[src/rtl/alu_pkg.sv]
// Shared ALU types: FSM states, add/sub mode encoding and the result-flag bundle.
// Reused by the add/sub unit and the planned shifter and multiplier units.
package alu_pkg;

   typedef enum logic [1:0] {
      IDLE = 2'd0,
      RUN  = 2'd1,
      DONE = 2'd2
   } state_t;

   localparam logic MODE_ADD = 1'b0;
   localparam logic MODE_SUB = 1'b1;

   typedef struct packed {
      logic carry;
      logic overFlow;
      logic zero;
      logic negative;
   } flags_t;

endpackage

[src/rtl/addsub_slice.sv]
// Combinational SLICE-bit add/sub slice: s = a + (mode ? ~b : b) + ci.
// Also exposes the carry into the top bit so the caller can form signed overflow.
module addsub_slice
   import alu_pkg::*;
#(
   parameter int SLICE = 8
) (
   input  logic [SLICE-1:0] a,
   input  logic [SLICE-1:0] b,
   input  logic             mode,
   input  logic             ci,
   output logic [SLICE-1:0] s,
   output logic             co,
   output logic             c_msb_in
);

   logic [SLICE-1:0] w_b;
   logic [SLICE:0]   w_sum;

   always_comb begin
      w_b   = (mode == MODE_ADD) ? b : ~b;
      w_sum = {1'b0, a} + {1'b0, w_b} + {{SLICE{1'b0}}, ci};
   end

   assign s        = w_sum[SLICE-1:0];
   assign co       = w_sum[SLICE];
   // Sum bit = a ^ b ^ carry-in, so the carry into the MSB falls out without a second adder.
   assign c_msb_in = a[SLICE-1] ^ w_b[SLICE-1] ^ w_sum[SLICE-1];

endmodule

[src/rtl/addsub_seq.sv]
// Multi-cycle WIDTH-bit add/sub, SLICE bits per cycle LSB first; outValid NSLICE edges after accept.
// Result and flags hold in DONE until outReady; no new operand until the cycle after that handshake.
module addsub_seq
   import alu_pkg::*;
#(
   parameter int WIDTH = 32,
   parameter int SLICE = 8
) (
   input  logic             clk,
   input  logic             rst_n,
   input  logic             inValid,
   output logic             inReady,
   input  logic [WIDTH-1:0] inA,
   input  logic [WIDTH-1:0] inB,
   input  logic             mode,
   input  logic             useCarry,
   input  logic             cin,
   output logic             outValid,
   input  logic             outReady,
   output logic [WIDTH-1:0] out,
   output logic             carry,
   output logic             overFlow,
   output logic             zero,
   output logic             negative
);

   localparam int NSLICE = WIDTH / SLICE;
   localparam int CNT_W  = (NSLICE > 1) ? $clog2(NSLICE) : 1;
   localparam int IDX_W  = (WIDTH > 1) ? $clog2(WIDTH) : 1;
   localparam logic [CNT_W-1:0] LAST = CNT_W'(NSLICE - 1);

   generate
      if (WIDTH % SLICE != 0) begin : g_bad_slice
         $error("addsub_seq: WIDTH must be a multiple of SLICE");
      end
   endgenerate

   state_t           r_state, w_next;
   logic [WIDTH-1:0] r_a, r_b, r_out;
   logic             r_mode, r_carry, r_zacc;
   logic [CNT_W-1:0] r_cnt;
   flags_t           r_flags;

   logic             w_in_rdy, w_out_vld, w_last;
   logic [IDX_W-1:0] w_base;
   logic [SLICE-1:0] w_s;
   logic             w_co, w_c_msb;

   assign w_last = (r_cnt == LAST);
   assign w_base = IDX_W'(r_cnt) * IDX_W'(SLICE);

   addsub_slice #(.SLICE(SLICE)) u_slice (
      .a        (r_a[w_base +: SLICE]),
      .b        (r_b[w_base +: SLICE]),
      .mode     (r_mode),
      .ci       (r_carry),
      .s        (w_s),
      .co       (w_co),
      .c_msb_in (w_c_msb)
   );

   always_ff @(posedge clk or negedge rst_n) begin
      if (!rst_n) begin
         r_state <= IDLE;
      end else begin
         r_state <= w_next;
      end
   end

   always_comb begin
      w_next    = r_state;
      w_in_rdy  = 1'b0;
      w_out_vld = 1'b0;
      case (r_state)
         IDLE: begin
            w_in_rdy = 1'b1;
            if (inValid) w_next = RUN;
         end
         RUN: begin
            if (w_last) w_next = DONE;
         end
         DONE: begin
            w_out_vld = 1'b1;
            if (outReady) w_next = IDLE;
         end
         default: w_next = IDLE;
      endcase
   end

   always_ff @(posedge clk or negedge rst_n) begin
      if (!rst_n) begin
         r_a     <= '0;
         r_b     <= '0;
         r_out   <= '0;
         r_mode  <= MODE_ADD;
         r_carry <= 1'b0;
         r_zacc  <= 1'b0;
         r_cnt   <= '0;
         r_flags <= '0;
      end else if (r_state == IDLE && inValid) begin
         r_a     <= inA;
         r_b     <= inB;
         r_mode  <= mode;
         r_carry <= useCarry ? cin : (mode == MODE_SUB);
         r_out   <= '0;
         r_zacc  <= 1'b1;
         r_cnt   <= '0;
      end else if (r_state == RUN) begin
         r_out[w_base +: SLICE] <= w_s;
         r_carry <= w_co;
         r_zacc  <= r_zacc & (w_s == '0);
         r_cnt   <= r_cnt + 1'b1;
         // Flags only move on the final slice so they survive DONE and the return to IDLE.
         if (w_last) begin
            r_flags.carry    <= w_co;
            r_flags.overFlow <= w_c_msb ^ w_co;
            r_flags.zero     <= r_zacc & (w_s == '0);
            r_flags.negative <= w_s[SLICE-1];
         end
      end
   end

   assign inReady  = w_in_rdy;
   assign outValid = w_out_vld;
   assign out      = r_out;
   assign carry    = r_flags.carry;
   assign overFlow = r_flags.overFlow;
   assign zero     = r_flags.zero;
   assign negative = r_flags.negative;

endmodule

[config.mk]
export PLATFORM = sky130hd
export DESIGN_NAME = addsub_seq
export DESIGN_NICKNAME = d
export VERILOG_FILES = /design/src/rtl/alu_pkg.sv /design/src/rtl/addsub_slice.sv /design/src/rtl/addsub_seq.sv
export SDC_FILE = /design/constraint.sdc
export NUM_CORES = 1
export LEC_CHECK = 0
export BUFFER_PORTS_ARGS = -buffer_cell sky130_fd_sc_hd__buf_2
export CAP_MARGIN = 20
export CORE_UTILIZATION = 45
export DETAILED_ROUTE_END_ITERATION = 16
export HOLD_SLACK_MARGIN = 0.06
export PLACE_DENSITY = 0.7
export SKIP_LAST_GASP = 1
export SYNTH_ARGS = -nofsm -noshare
export SYNTH_HDL_FRONTEND = slang
export SYNTH_SLANG_ARGS = --single-unit
[constraint.sdc]
create_clock -name clk -period 3.32 [get_ports clk]
set_input_delay 0.664 -clock clk [delete_from_list [all_inputs] [get_ports clk]]
set_output_delay 0.664 -clock clk [all_outputs]
set_load 0.01 [all_outputs]
==> results of run 1 <==
==> cells by family after synthesis <==
kind of cell | synth area share, %
flip-flops | 53.9
adder cells (fa/ha/maj) | 3.58
XOR/XNOR | 2.27
AO/OA/AOI/OAI | 8.31
AND/OR/NAND/NOR | 21.6
multiplexers | 7.45
buffers and inverters | 2.90
==> flip-flops by register name (all words and copies together) (netlist names) <==
name / flops
carry: 1
negative: 1
out: 32
overFlow: 1
r_a: 32
r_b: 32
r_carry: 1
r_cnt: 2
r_mode: 1
r_state: 2
r_zacc: 1
zero: 1
==> worst reg2reg max path: cells and delay by family (launching register included) <==
| kind | cells | cell delay (ns) |
|---|---|---|
| xor gates and xnor gates | 1 | 0.16 |
| adders and majority gates | 2 | 0.89 |
| and+or+nand+nor | 2 | 0.31 |
| AOI/OAI and AO/OA | 4 | 0.77 |
| muxes | 1 | 0.52 |
| DFF | 1 | 0.43 |
==> repair_timing <==
action | CTS | global route
hold buffers | 0 | 0
resized for setup | 0 | 2
endpoints found under the setup margin | 0 | 2
==> path summary, 6_finish.rpt <==
check | from | endpoint | slack, ns | cells after the start
max reg2reg | r_cnt[0]$_DFFE_PN0P_ | r_zacc$_DFFE_PN0P_ | 0.17 | 10
min | rst_n | r_b[26]$_DFFE_PN0P_ | 0.24 | 1
min reg2reg | out[17]$_DFFE_PN0P_ | out[17]$_DFFE_PN0P_ | 0.48 | 2
min in group clk | inB[3] | r_b[3]$_DFFE_PN0P_ | 0.47 | 3
max in group asynchronous | rst_n | r_a[15]$_DFFE_PN0P_ | 2.21 | 3
max | r_cnt[0]$_DFFE_PN0P_ | r_zacc$_DFFE_PN0P_ | 0.17 | 10
==> cell usage in the layout, fill, tap and decap left out, types with 5 or more instances in the layout <==
master	Yosys	final
sky130_fd_sc_hd__dfrtp_1	107	106
sky130_fd_sc_hd__buf_2	4	107
sky130_fd_sc_hd__ha_1	11	11
sky130_fd_sc_hd__nand2b_1	5	5
sky130_fd_sc_hd__nand2_1	229	228
sky130_fd_sc_hd__buf_4	0	12
sky130_fd_sc_hd__xor2_1	10	9
sky130_fd_sc_hd__nor2_1	13	13
sky130_fd_sc_hd__clkbuf_8	0	9
sky130_fd_sc_hd__nand3_1	6	6
sky130_fd_sc_hd__a22o_1	8	8
sky130_fd_sc_hd__mux4_2	16	16
sky130_fd_sc_hd__o21ai_0	33	33
sky130_fd_sc_hd__a21oi_1	9	9
sky130_fd_sc_hd__nor3_1	5	5
sky130_fd_sc_hd__inv_1	10	10
==> power groups by stage <==
| stage | clock (mW) | combinational [mW] | sequential [mW] |
|---|---|---|---|
| 2_1_floorplan | 0 | 3.09 | 2.18 |
| 3_3_place_gp | 0 | 4.37 | 2.20 |
| 3_5_place_dp | 0 | 4.44 | 2.23 |
| 4_1_cts | 0.865 | 4.47 | 2.20 |
| 5_1_grt | 0.911 | 5.01 | 2.26 |
| 6_report | 0.847 | 4.52 | 2.21 |
==> layer usage <==
metal | vias to the layer above | wire length, um | global-route usage (%)
li1 | 1935 | - | -
met1 | 1864 | 5390 | 30.6
met2 | 140 | 5470 | 34.2
met3 | 17 | 536 | 2.55
met4 | 0 | 210 | 7.14
met5 | - | 0 | 0
==> layout make-up <==
type                    count  share of cell area, %
flip-flops and latches    107                   45.2
multi-input cells         379                   36.4
repair buffers            121                   11.2
well taps                 136                   2.87
clock buffers               9                   2.09
clock inverters             7                   1.58
inverters                  10                  0.633
==> through the flow <==
stage          util, %  total power [mW]  area, um2  worst slack [ns]  instances
6_report          56.4              7.57       5930             0.168        769
5_1_grt           56.4              8.18       5930            0.0357        769
4_1_cts           56.1              7.54       5900            0.0818        768
3_5_place_dp      54.1              6.67       5680             0.106        752
3_3_place_gp      54.1              6.58       5680             0.182        752
2_1_floorplan        -              5.27       4970           0.00678        519
==> impl_metrics.toml, run 1 <==
[place]
gp_congestion = 0.869
io_buffer_count = 108
detailedPlacementHpwl_mm = 8.54

[critical_path]
end_kind = "register"
cpMaxStageDelayCell = "sky130_fd_sc_hd__mux4_2"
critPathTopFamily = "adder cells"
crit_path_max_incr_delay_ns = 0.52
worst-endpoint-arrival_ns = 3.45
critical_path_class = "reg2reg"
worst-endpoint-required_ns = 3.62
critical_path_buf_inv_count = 0
critical_path.startpoint_type = "register"
crit_fanout = 5
crit_chain = "mux4_2, xnor2_1, fa_1, fa_1, nand2b_1, a21oi_1, o31a_1, a21o_1, nand3_1, a21oi_1"

[clocking]
cts-buffers-inserted = 9
clock_latency_ns = 0.38
post-cts-setup-buffer-count = 0
clk_pin_slew_worst_paths_ns = 0.11
clock_tree.root_cell = "sky130_fd_sc_hd__clkbuf_8"
cts_tree = "done"
cts.sinks = 107
cts-root-to-sink-buffers = 2
h-tree-depth = 3

[sta]
finalCriticalPeriod_ns = 3.15
finalHoldViolations = 0
tns_ns = 0
endpoints_failing_setup = 0
worst_slew_pin_slew_ns = 0.750
skew_ns = 0.0135
fmax_mhz = 317
holdWs_ns = 0.245
final_min_period_over_clock_period_pct = 95.0
max-slew-margin-rel_pct = 49.9
maxSlewViolCount = 0
grt_setup_unrepaired = "no"

[synthesis]
synthesis.area_um2 = 4970
yosys_warns = 0
yosys-top-cells-area = "sky130_fd_sc_hd__dfrtp_1 (54%), sky130_fd_sc_hd__nand2_1 (17%), sky130_fd_sc_hd__mux4_2 (7.3%)"
synth.avg_cell_area_um2 = 9.57
synth-edff-count = 0
synth_seq_area_share_pct = 53.9
synth.ff_latch_count = 107
post-synth-top-area-fraction_pct = 53.9
synthArstFlopShare_pct = 100
synthesis.nets = 603
synthCells = 519
synth-main-ff-cell = "sky130_fd_sc_hd__dfrtp_1"
synth.top_cells.by_count = "sky130_fd_sc_hd__nand2_1 (229), sky130_fd_sc_hd__dfrtp_1 (107), sky130_fd_sc_hd__o21ai_0 (33)"
synth_cell_types = 43
post-synth-top-count-cell = "sky130_fd_sc_hd__nand2_1"
netlist.top_cell.by_area = "sky130_fd_sc_hd__dfrtp_1"

[power_and_ir_drop]
switching_share_pct = 46.6
internal_power_mw = 4.04
worst_ir_drop_vdd_mv = 0.711
power.net_switching_mw = 3.53
register_share_of_total_power_pct = 29.1
share_clk_of_total_power_pct = 11.2
share_comb_of_total_power_pct = 59.7
power_density_relative_to_cell_area_nw_per_um2 = 1280
power_leakage_nw = 3.14

[routing]
drt-vias-per-instance = 5.14
vias = 3956
detail-route-antenna-nets = 0
drtPass1Iterations = 4
avgRoutedWirePerCell_um = 15.1
drc = 0
drtIter0Drc = 162
route.final.wire_length_mm = 11.6

[floorplanning]
chipHeight_um = 107
floorplan.die.width_um = 107
initial_utilization_pct = 47.3
placeableCoreArea_um2 = 10500
ios = 109
floorplan.die_area_um2 = 11500
placementRows = 37

[layout]
final_layout_size_suffix_gt1_share_pct = 25.4
area_taken_by_multi_input_logic_gates_um2 = 2160
fillers = 942
n_antenna_cell = 0
finish.net_count = 712
flow.area_growth_from_synthesis_pct = 19.3
area.sequential_um2 = 2680

[worst_hold_path]
hp-class = "in2async"

[global_routing]
antenna_violations_before_repair = 0
largest_net_degree_at_the_start_of_global_routing = 81
grt_pass1_vias = 3801
grt_util_all_layers_pct = 21.5
grt_pass1_wl_mm = 18.9
globalRouteOverflowTotal = 0

[run_status]
status = "finished, final reports clean"

[flow_run]
cap_violations = 0
(Power assumes the default switching activity.)
==> run 2, diff against run 1 <==
--- a/config.mk
+++ b/config.mk
@@ -14,4 +14,5 @@
 export SKIP_LAST_GASP = 1
 export SYNTH_ARGS = -nofsm -noshare
 export SYNTH_HDL_FRONTEND = slang
+export SYNTH_HIERARCHICAL = 1
 export SYNTH_SLANG_ARGS = --single-unit
==> impl_metrics.toml, run 2 <==
[clocking]
post-cts-setup-buffer-count = 0
cts_tree = "done"
clock_latency_ns = 0.36
cts-buffers-inserted = 9
clk_pin_slew_worst_paths_ns = 0.09
clock_tree.root_cell = "sky130_fd_sc_hd__clkbuf_8"
cts_hold_buf = 0
cts-root-to-sink-buffers = 2
h-tree-depth = 3
cts.sinks = 107
post_cts.resized_instances = 0

[place]
dp.cells = 591
detailedPlacementHpwl_mm = 7.82
dp_slack_ns = 0.139
gp_congestion = 0.828
io_buffer_count = 108

[floorplanning]
floorplan.die_area_um2 = 11700
placeableCoreArea_um2 = 10900
initial_utilization_pct = 46.5
ios = 109
floorplan.die.width_um = 108
placementRows = 38
chipHeight_um = 108

[sta]
max-slew-margin-rel_pct = 43.1
worst_slew_pin_slew_ns = 0.853
tns_ns = 0
grt_setup_unrepaired = "no"
skew_ns = 0.00998
timing.final.ws_setup_ns = 0.198
fmax_mhz = 320
final_min_period_over_clock_period_pct = 94.0
maxSlewViolCount = 0
finalHoldViolations = 0
endpoints_failing_setup = 0
finalCriticalPeriod_ns = 3.12

[synthesis]
synth.avg_cell_area_um2 = 14.6
post-synth-top-count-cell = "sky130_fd_sc_hd__dfrtp_1"
synth-edff-count = 0
netlist.top_cell.by_area = "sky130_fd_sc_hd__dfrtp_1"
synth.ff_latch_count = 107
synthesis.nets = 431
yosys-top-cells-area = "sky130_fd_sc_hd__dfrtp_1 (53%), sky130_fd_sc_hd__mux2_1 (8.9%), sky130_fd_sc_hd__mux4_2 (7.1%)"
synth_seq_area_share_pct = 52.8
post_synth_mux_area_share_pct = 22.2
synthesized_area_fraction_occupied_by_adder_cells_pct = 3.75
synthCells = 346
yosys_warns = 6
synthArstFlopShare_pct = 100
synth_simple_gate_area_share_pct = 6.47
synth-compound-area-share_pct = 9.46
synth.top_cells.by_count = "sky130_fd_sc_hd__dfrtp_1 (107), sky130_fd_sc_hd__mux2_1 (40), sky130_fd_sc_hd__mux2_2 (27)"
synth_xor_xnor_area_share_pct = 2.07
synthesis.area_um2 = 5070
combinational_family_with_the_most_area_after_synthesis = "multiplexers"
post-synth-top-area-fraction_pct = 52.8
synth-main-ff-cell = "sky130_fd_sc_hd__dfrtp_1"
synth_cell_types = 49

[critical_path]
cp-endpoint = "zero$_DFFE_PN0P_"
setup.reg_to_reg.worst_slack_ns = 0.20
timing.critical_path.from = "r_cnt[0]$_DFFE_PN0P_"
critical_path.startpoint_type = "register"
worst-endpoint-required_ns = 3.61
end_kind = "register"
worstReg2RegEnd = "zero$_DFFE_PN0P_"
critical_path_class = "reg2reg"
worst-r2r-cell-count = 11
crit_fanout = 3
r2r-start = "r_cnt[0]$_DFFE_PN0P_"
worst-endpoint-arrival_ns = 3.41

[routing]
vias = 3227
drc = 0
drt-vias-per-instance = 5.32
route.final.wire_length_mm = 10.3
avgRoutedWirePerCell_um = 17.0
drtPass1Iterations = 4
detail-route-antenna-nets = 0
drtIter0Drc = 107

[layout]
area_taken_by_multi_input_logic_gates_um2 = 2230
layout_common_cells = "sky130_fd_sc_hd__buf_2 (107), sky130_fd_sc_hd__dfrtp_1 (106), sky130_fd_sc_hd__mux2_1 (40), sky130_fd_sc_hd__mux2_2 (27), sky130_fd_sc_hd__a22o_1 (25)"
final_layout_size_suffix_gt1_share_pct = 41.5
final_common_cell = "sky130_fd_sc_hd__buf_2"
layout.cells.non_filler = 607
fillers = 907
area.sequential_um2 = 2680
n_antenna_cell = 0
flow.area_growth_from_synthesis_pct = 18.4
finish.net_count = 547

[global_routing]
antenna_violations_before_repair = 0
grt_util_all_layers_pct = 19.2
grt_pass1_wl_mm = 17.1
largest_net_degree_at_the_start_of_global_routing = 69
globalRouteOverflowTotal = 0
grt_pass1_vias = 3415

[worst_hold_path]
hp-class = "in2async"

[flow_run]
cap_violations = 0

[run_status]
status = "finished, final reports clean"
[run 2: cell count changes in the layout (fill, tap and decap cells not counted), sizes merged, moves of 6 or more]
cell and change:
nand2 -219, mux2 +67, o21ai -28, a22o +17, a32o +8, nor2 -6
[run 2: layer usage]
metal / vias to the layer above / track usage (%) / part of all wire (%)
met4: 0 / 5.38 / 1.1
met1: 1576 / 25.1 / 44
li1: 1532 / - / -
met5: - / 0 / 0
met2: 109 / 31.3 / 48
met3: 10 / 5.55 / 7.0
[run 2: cells by family after synthesis]
family	Yosys count
AO/OA/AOI/OAI	59
buffers and inverters	26
AND/OR/NAND/NOR	44
multiplexers	84
adder cells (fa/ha/maj)	14
XOR/XNOR	12
flip-flops	107
[run 2: through the flow]
stage	util [%]	cell area, um2	hold slack, ns
3_3_place_gp	53.1	5780	0.463
3_5_place_dp	53.1	5780	0.469
6_report	55.1	6000	0.394
4_1_cts	55.1	6000	0.426
5_1_grt	55.1	6000	0.460
2_1_floorplan	-	5080	0.368
[run 2: worst min-delay path by stage]
stage                        startpoint                  end  slack (ns)  cells past startpoint
floorplan                         rst_n    carry$_DFFE_PN0P_        0.37                      0
global placement    r_b[13]$_DFFE_PN0P_  r_b[13]$_DFFE_PN0P_        0.46                      1
detailed placement  r_b[16]$_DFFE_PN0P_  r_b[16]$_DFFE_PN0P_        0.47                      1
CTS                               rst_n  r_a[14]$_DFFE_PN0P_        0.43                      1
global route                      rst_n  r_a[30]$_DFFE_PN0P_        0.46                      1
finish                            rst_n   r_a[6]$_DFFE_PN0P_        0.39                      1
[run 2: area by class of cell]
| type | count | area share [%] |
|---|---|---|
| Timing Repair Buffer | 120 | 11.0 |
| Clock buffer | 10 | 2.13 |
| Tap cell | 140 | 2.92 |
| Clock inverter | 6 | 1.48 |
| Multi-Input combinational cell | 213 | 37.2 |
| Inverter | 11 | 0.688 |
| Sequential cell | 107 | 44.6 |
[run 2: worst max-delay path, cell delays in order, from the launching register on]
cell and delay (ns):
sky130_fd_sc_hd__dfrtp_2 0.40, sky130_fd_sc_hd__mux4_2 0.51, sky130_fd_sc_hd__xnor2_1 0.16, sky130_fd_sc_hd__fa_2 0.37
sky130_fd_sc_hd__fa_2 0.38, sky130_fd_sc_hd__and2b_1 0.23, sky130_fd_sc_hd__nor3_1 0.05, sky130_fd_sc_hd__o31a_2 0.35
sky130_fd_sc_hd__xnor2_1 0.15, sky130_fd_sc_hd__nor3_1 0.19, sky130_fd_sc_hd__nand4b_1 0.14, sky130_fd_sc_hd__o21ai_1 0.13
Power of run 2 is left out: the tool's default activity adds up to more than one toggle a clock period on the data nets, which glitch-free logic cannot reach.
==> run 3, diff against run 2 <==
--- a/config.mk
+++ b/config.mk
@@ -7,6 +7,7 @@
 export LEC_CHECK = 0
 export BUFFER_PORTS_ARGS = -buffer_cell sky130_fd_sc_hd__buf_2
 export CAP_MARGIN = 20
+export CORE_MARGIN = 4
 export CORE_UTILIZATION = 45
 export DETAILED_ROUTE_END_ITERATION = 16
 export HOLD_SLACK_MARGIN = 0.06
==> impl_metrics.toml, run 3 (same netlist as run 2, synthesis figures left out) <==
[sta]
skew_ns = 0.00969
final_min_period_over_clock_period_pct = 94.2
maxSlewViolCount = 0
grt_setup_unrepaired = "no"
max-slew-margin-rel_pct = 48.7
worst_slew_pin_slew_ns = 0.769
fmax_mhz = 320
tns_ns = 0
finalCriticalPeriod_ns = 3.13
endpoints_failing_setup = 0
finalHoldViolations = 0

[critical_path]
end_kind = "register"
r2r-start = "r_cnt[0]$_DFFE_PN0P_"
critical_path_buf_inv_count = 0
path_depth = 11
critical_path.startpoint_type = "register"
setup.reg_to_reg.worst_slack_ns = 0.19
worstReg2RegEnd = "zero$_DFFE_PN0P_"
crit_path_max_incr_delay_ns = 0.51
timing.critical_path.from = "r_cnt[0]$_DFFE_PN0P_"
crit_chain = "mux4_2, xnor2_1, fa_2, fa_2, and2b_1, nor3_1, o31a_2, xnor2_1, nor3_1, nand4b_1, o21ai_1"
worst-endpoint-arrival_ns = 3.39
crit_fanout = 4
worst-r2r-cell-count = 11
critical_path_class = "reg2reg"
critPathTopFamily = "adder cells"
cp-endpoint = "zero$_DFFE_PN0P_"
worst-endpoint-required_ns = 3.59
cpMaxStageDelayCell = "sky130_fd_sc_hd__mux4_2"

[clocking]
cts_tree = "done"
cts.sinks = 107
cts-root-to-sink-buffers = 2
cts-buffers-inserted = 9
clk_pin_slew_worst_paths_ns = 0.07
clock_latency_ns = 0.34
clock_tree.root_cell = "sky130_fd_sc_hd__clkbuf_16"
h-tree-depth = 3

[floorplanning]
ios = 109
placeableCoreArea_um2 = 10900
initial_utilization_pct = 46.3
floorplan.die_area_um2 = 13000
chipHeight_um = 114
placementRows = 38
floorplan.die.width_um = 114

[run_status]
status = "finished, final reports clean"

[global_routing]
grt.met3_usage_pct = 4.49
grt_pass1_wl_mm = 17.9
groute.layer.met1.usage_pct = 23.4
met2_usage_pct = 29.0
largest_net_degree_at_the_start_of_global_routing = 68
antenna_violations_before_repair = 0
globalRouteOverflowTotal = 0
grt_util_all_layers_pct = 17.8
busiest_layer = "met2"
grt_pass1_vias = 3490

[layout]
final_common_cell = "sky130_fd_sc_hd__buf_2"
fillers = 922
layout.cells.non_filler = 606
finish.net_count = 546
n_antenna_cell = 0
final_layout_size_suffix_gt1_share_pct = 41.6
final_core_utilization_pct = 55.8
layout_common_cells = "sky130_fd_sc_hd__buf_2 (107), sky130_fd_sc_hd__dfrtp_1 (106), sky130_fd_sc_hd__mux2_1 (40), sky130_fd_sc_hd__mux2_2 (27), sky130_fd_sc_hd__a22o_1 (25)"
flow.area_growth_from_synthesis_pct = 20.4
total_non_filler_cell_area_in_the_finished_layout_um2 = 6100

[place]
dp.cells = 588
io_buffer_count = 108
place_area_um2 = 5770
gp_congestion = 0.859
detailedPlacementHpwl_mm = 8.17

[routing]
drc = 0
detail-route-antenna-nets = 0
drt-vias-per-instance = 5.44
drtPass1Iterations = 4
vias = 3299
drtIter0Drc = 263
avgRoutedWirePerCell_um = 18.1
route.final.wire_length_mm = 11.0

[flow_run]
cap_violations = 0

[worst_hold_path]
hp-class = "in2async"
==> run 3: worst reg2reg max path, stage by stage, from the launching register on <==
cell	delay, ns
sky130_fd_sc_hd__dfrtp_2	0.40
sky130_fd_sc_hd__mux4_2	0.51
sky130_fd_sc_hd__xnor2_1	0.15
sky130_fd_sc_hd__fa_2	0.38
sky130_fd_sc_hd__fa_2	0.37
sky130_fd_sc_hd__and2b_1	0.21
sky130_fd_sc_hd__nor3_1	0.05
sky130_fd_sc_hd__o31a_2	0.35
sky130_fd_sc_hd__xnor2_1	0.15
sky130_fd_sc_hd__nor3_1	0.20
sky130_fd_sc_hd__nand4b_1	0.13
sky130_fd_sc_hd__o21ai_1	0.14
==> run 3: layout make-up <==
| class | instances | area, um2 | share of cell area [%] |
|---|---|---|---|
| clock inverters | 5 | 60.1 | 0.984 |
| flip-flops and latches | 107 | 2680 | 43.9 |
| repair buffers | 119 | 663 | 10.9 |
| clock buffers | 11 | 253 | 4.14 |
| inverters | 11 | 41.3 | 0.677 |
| multi-input cells | 213 | 2230 | 36.6 |
| well taps | 140 | 175 | 2.87 |
==> run 3: metrics by stage <==
| stage | hold slack [ns] | worst slack [ns] |
|---|---|---|
| 2_1_floorplan | 0.368 | 0.0395 |
| 3_3_place_gp | 0.463 | 0.118 |
| 3_5_place_dp | 0.469 | 0.0696 |
| 4_1_cts | 0.427 | 0.0821 |
| 5_1_grt | 0.442 | 0.0151 |
| 6_report | 0.392 | 0.192 |
==> run 3: timing repair <==
action | CTS | global route
hold buffers | 0 | 0
setup buffers | 2 | 0
resized for setup | 0 | 2
setup endpoints to repair | 1 | 2
==> run 3: per-layer routing <==
| metal | up-vias | routed length, um |
|---|---|---|
| met2 | 104 | 5360 |
| met4 | 0 | 179 |
| li1 | 1534 | - |
| met5 | - | 0 |
| met1 | 1646 | 4730 |
| met3 | 15 | 729 |
==> run 3: worst min path at each step <==
stage	start	end	slack, ns
2_1_floorplan	rst_n	carry$_DFFE_PN0P_	0.37
3_3_place_gp	r_b[10]$_DFFE_PN0P_	r_b[10]$_DFFE_PN0P_	0.46
3_5_place_dp	r_a[23]$_DFFE_PN0P_	r_a[23]$_DFFE_PN0P_	0.47
4_1_cts	rst_n	out[27]$_DFFE_PN0P_	0.43
5_1_grt	rst_n	out[27]$_DFFE_PN0P_	0.44
6_report	rst_n	out[27]$_DFFE_PN0P_	0.39
Power of run 3 is left out for the same reason.
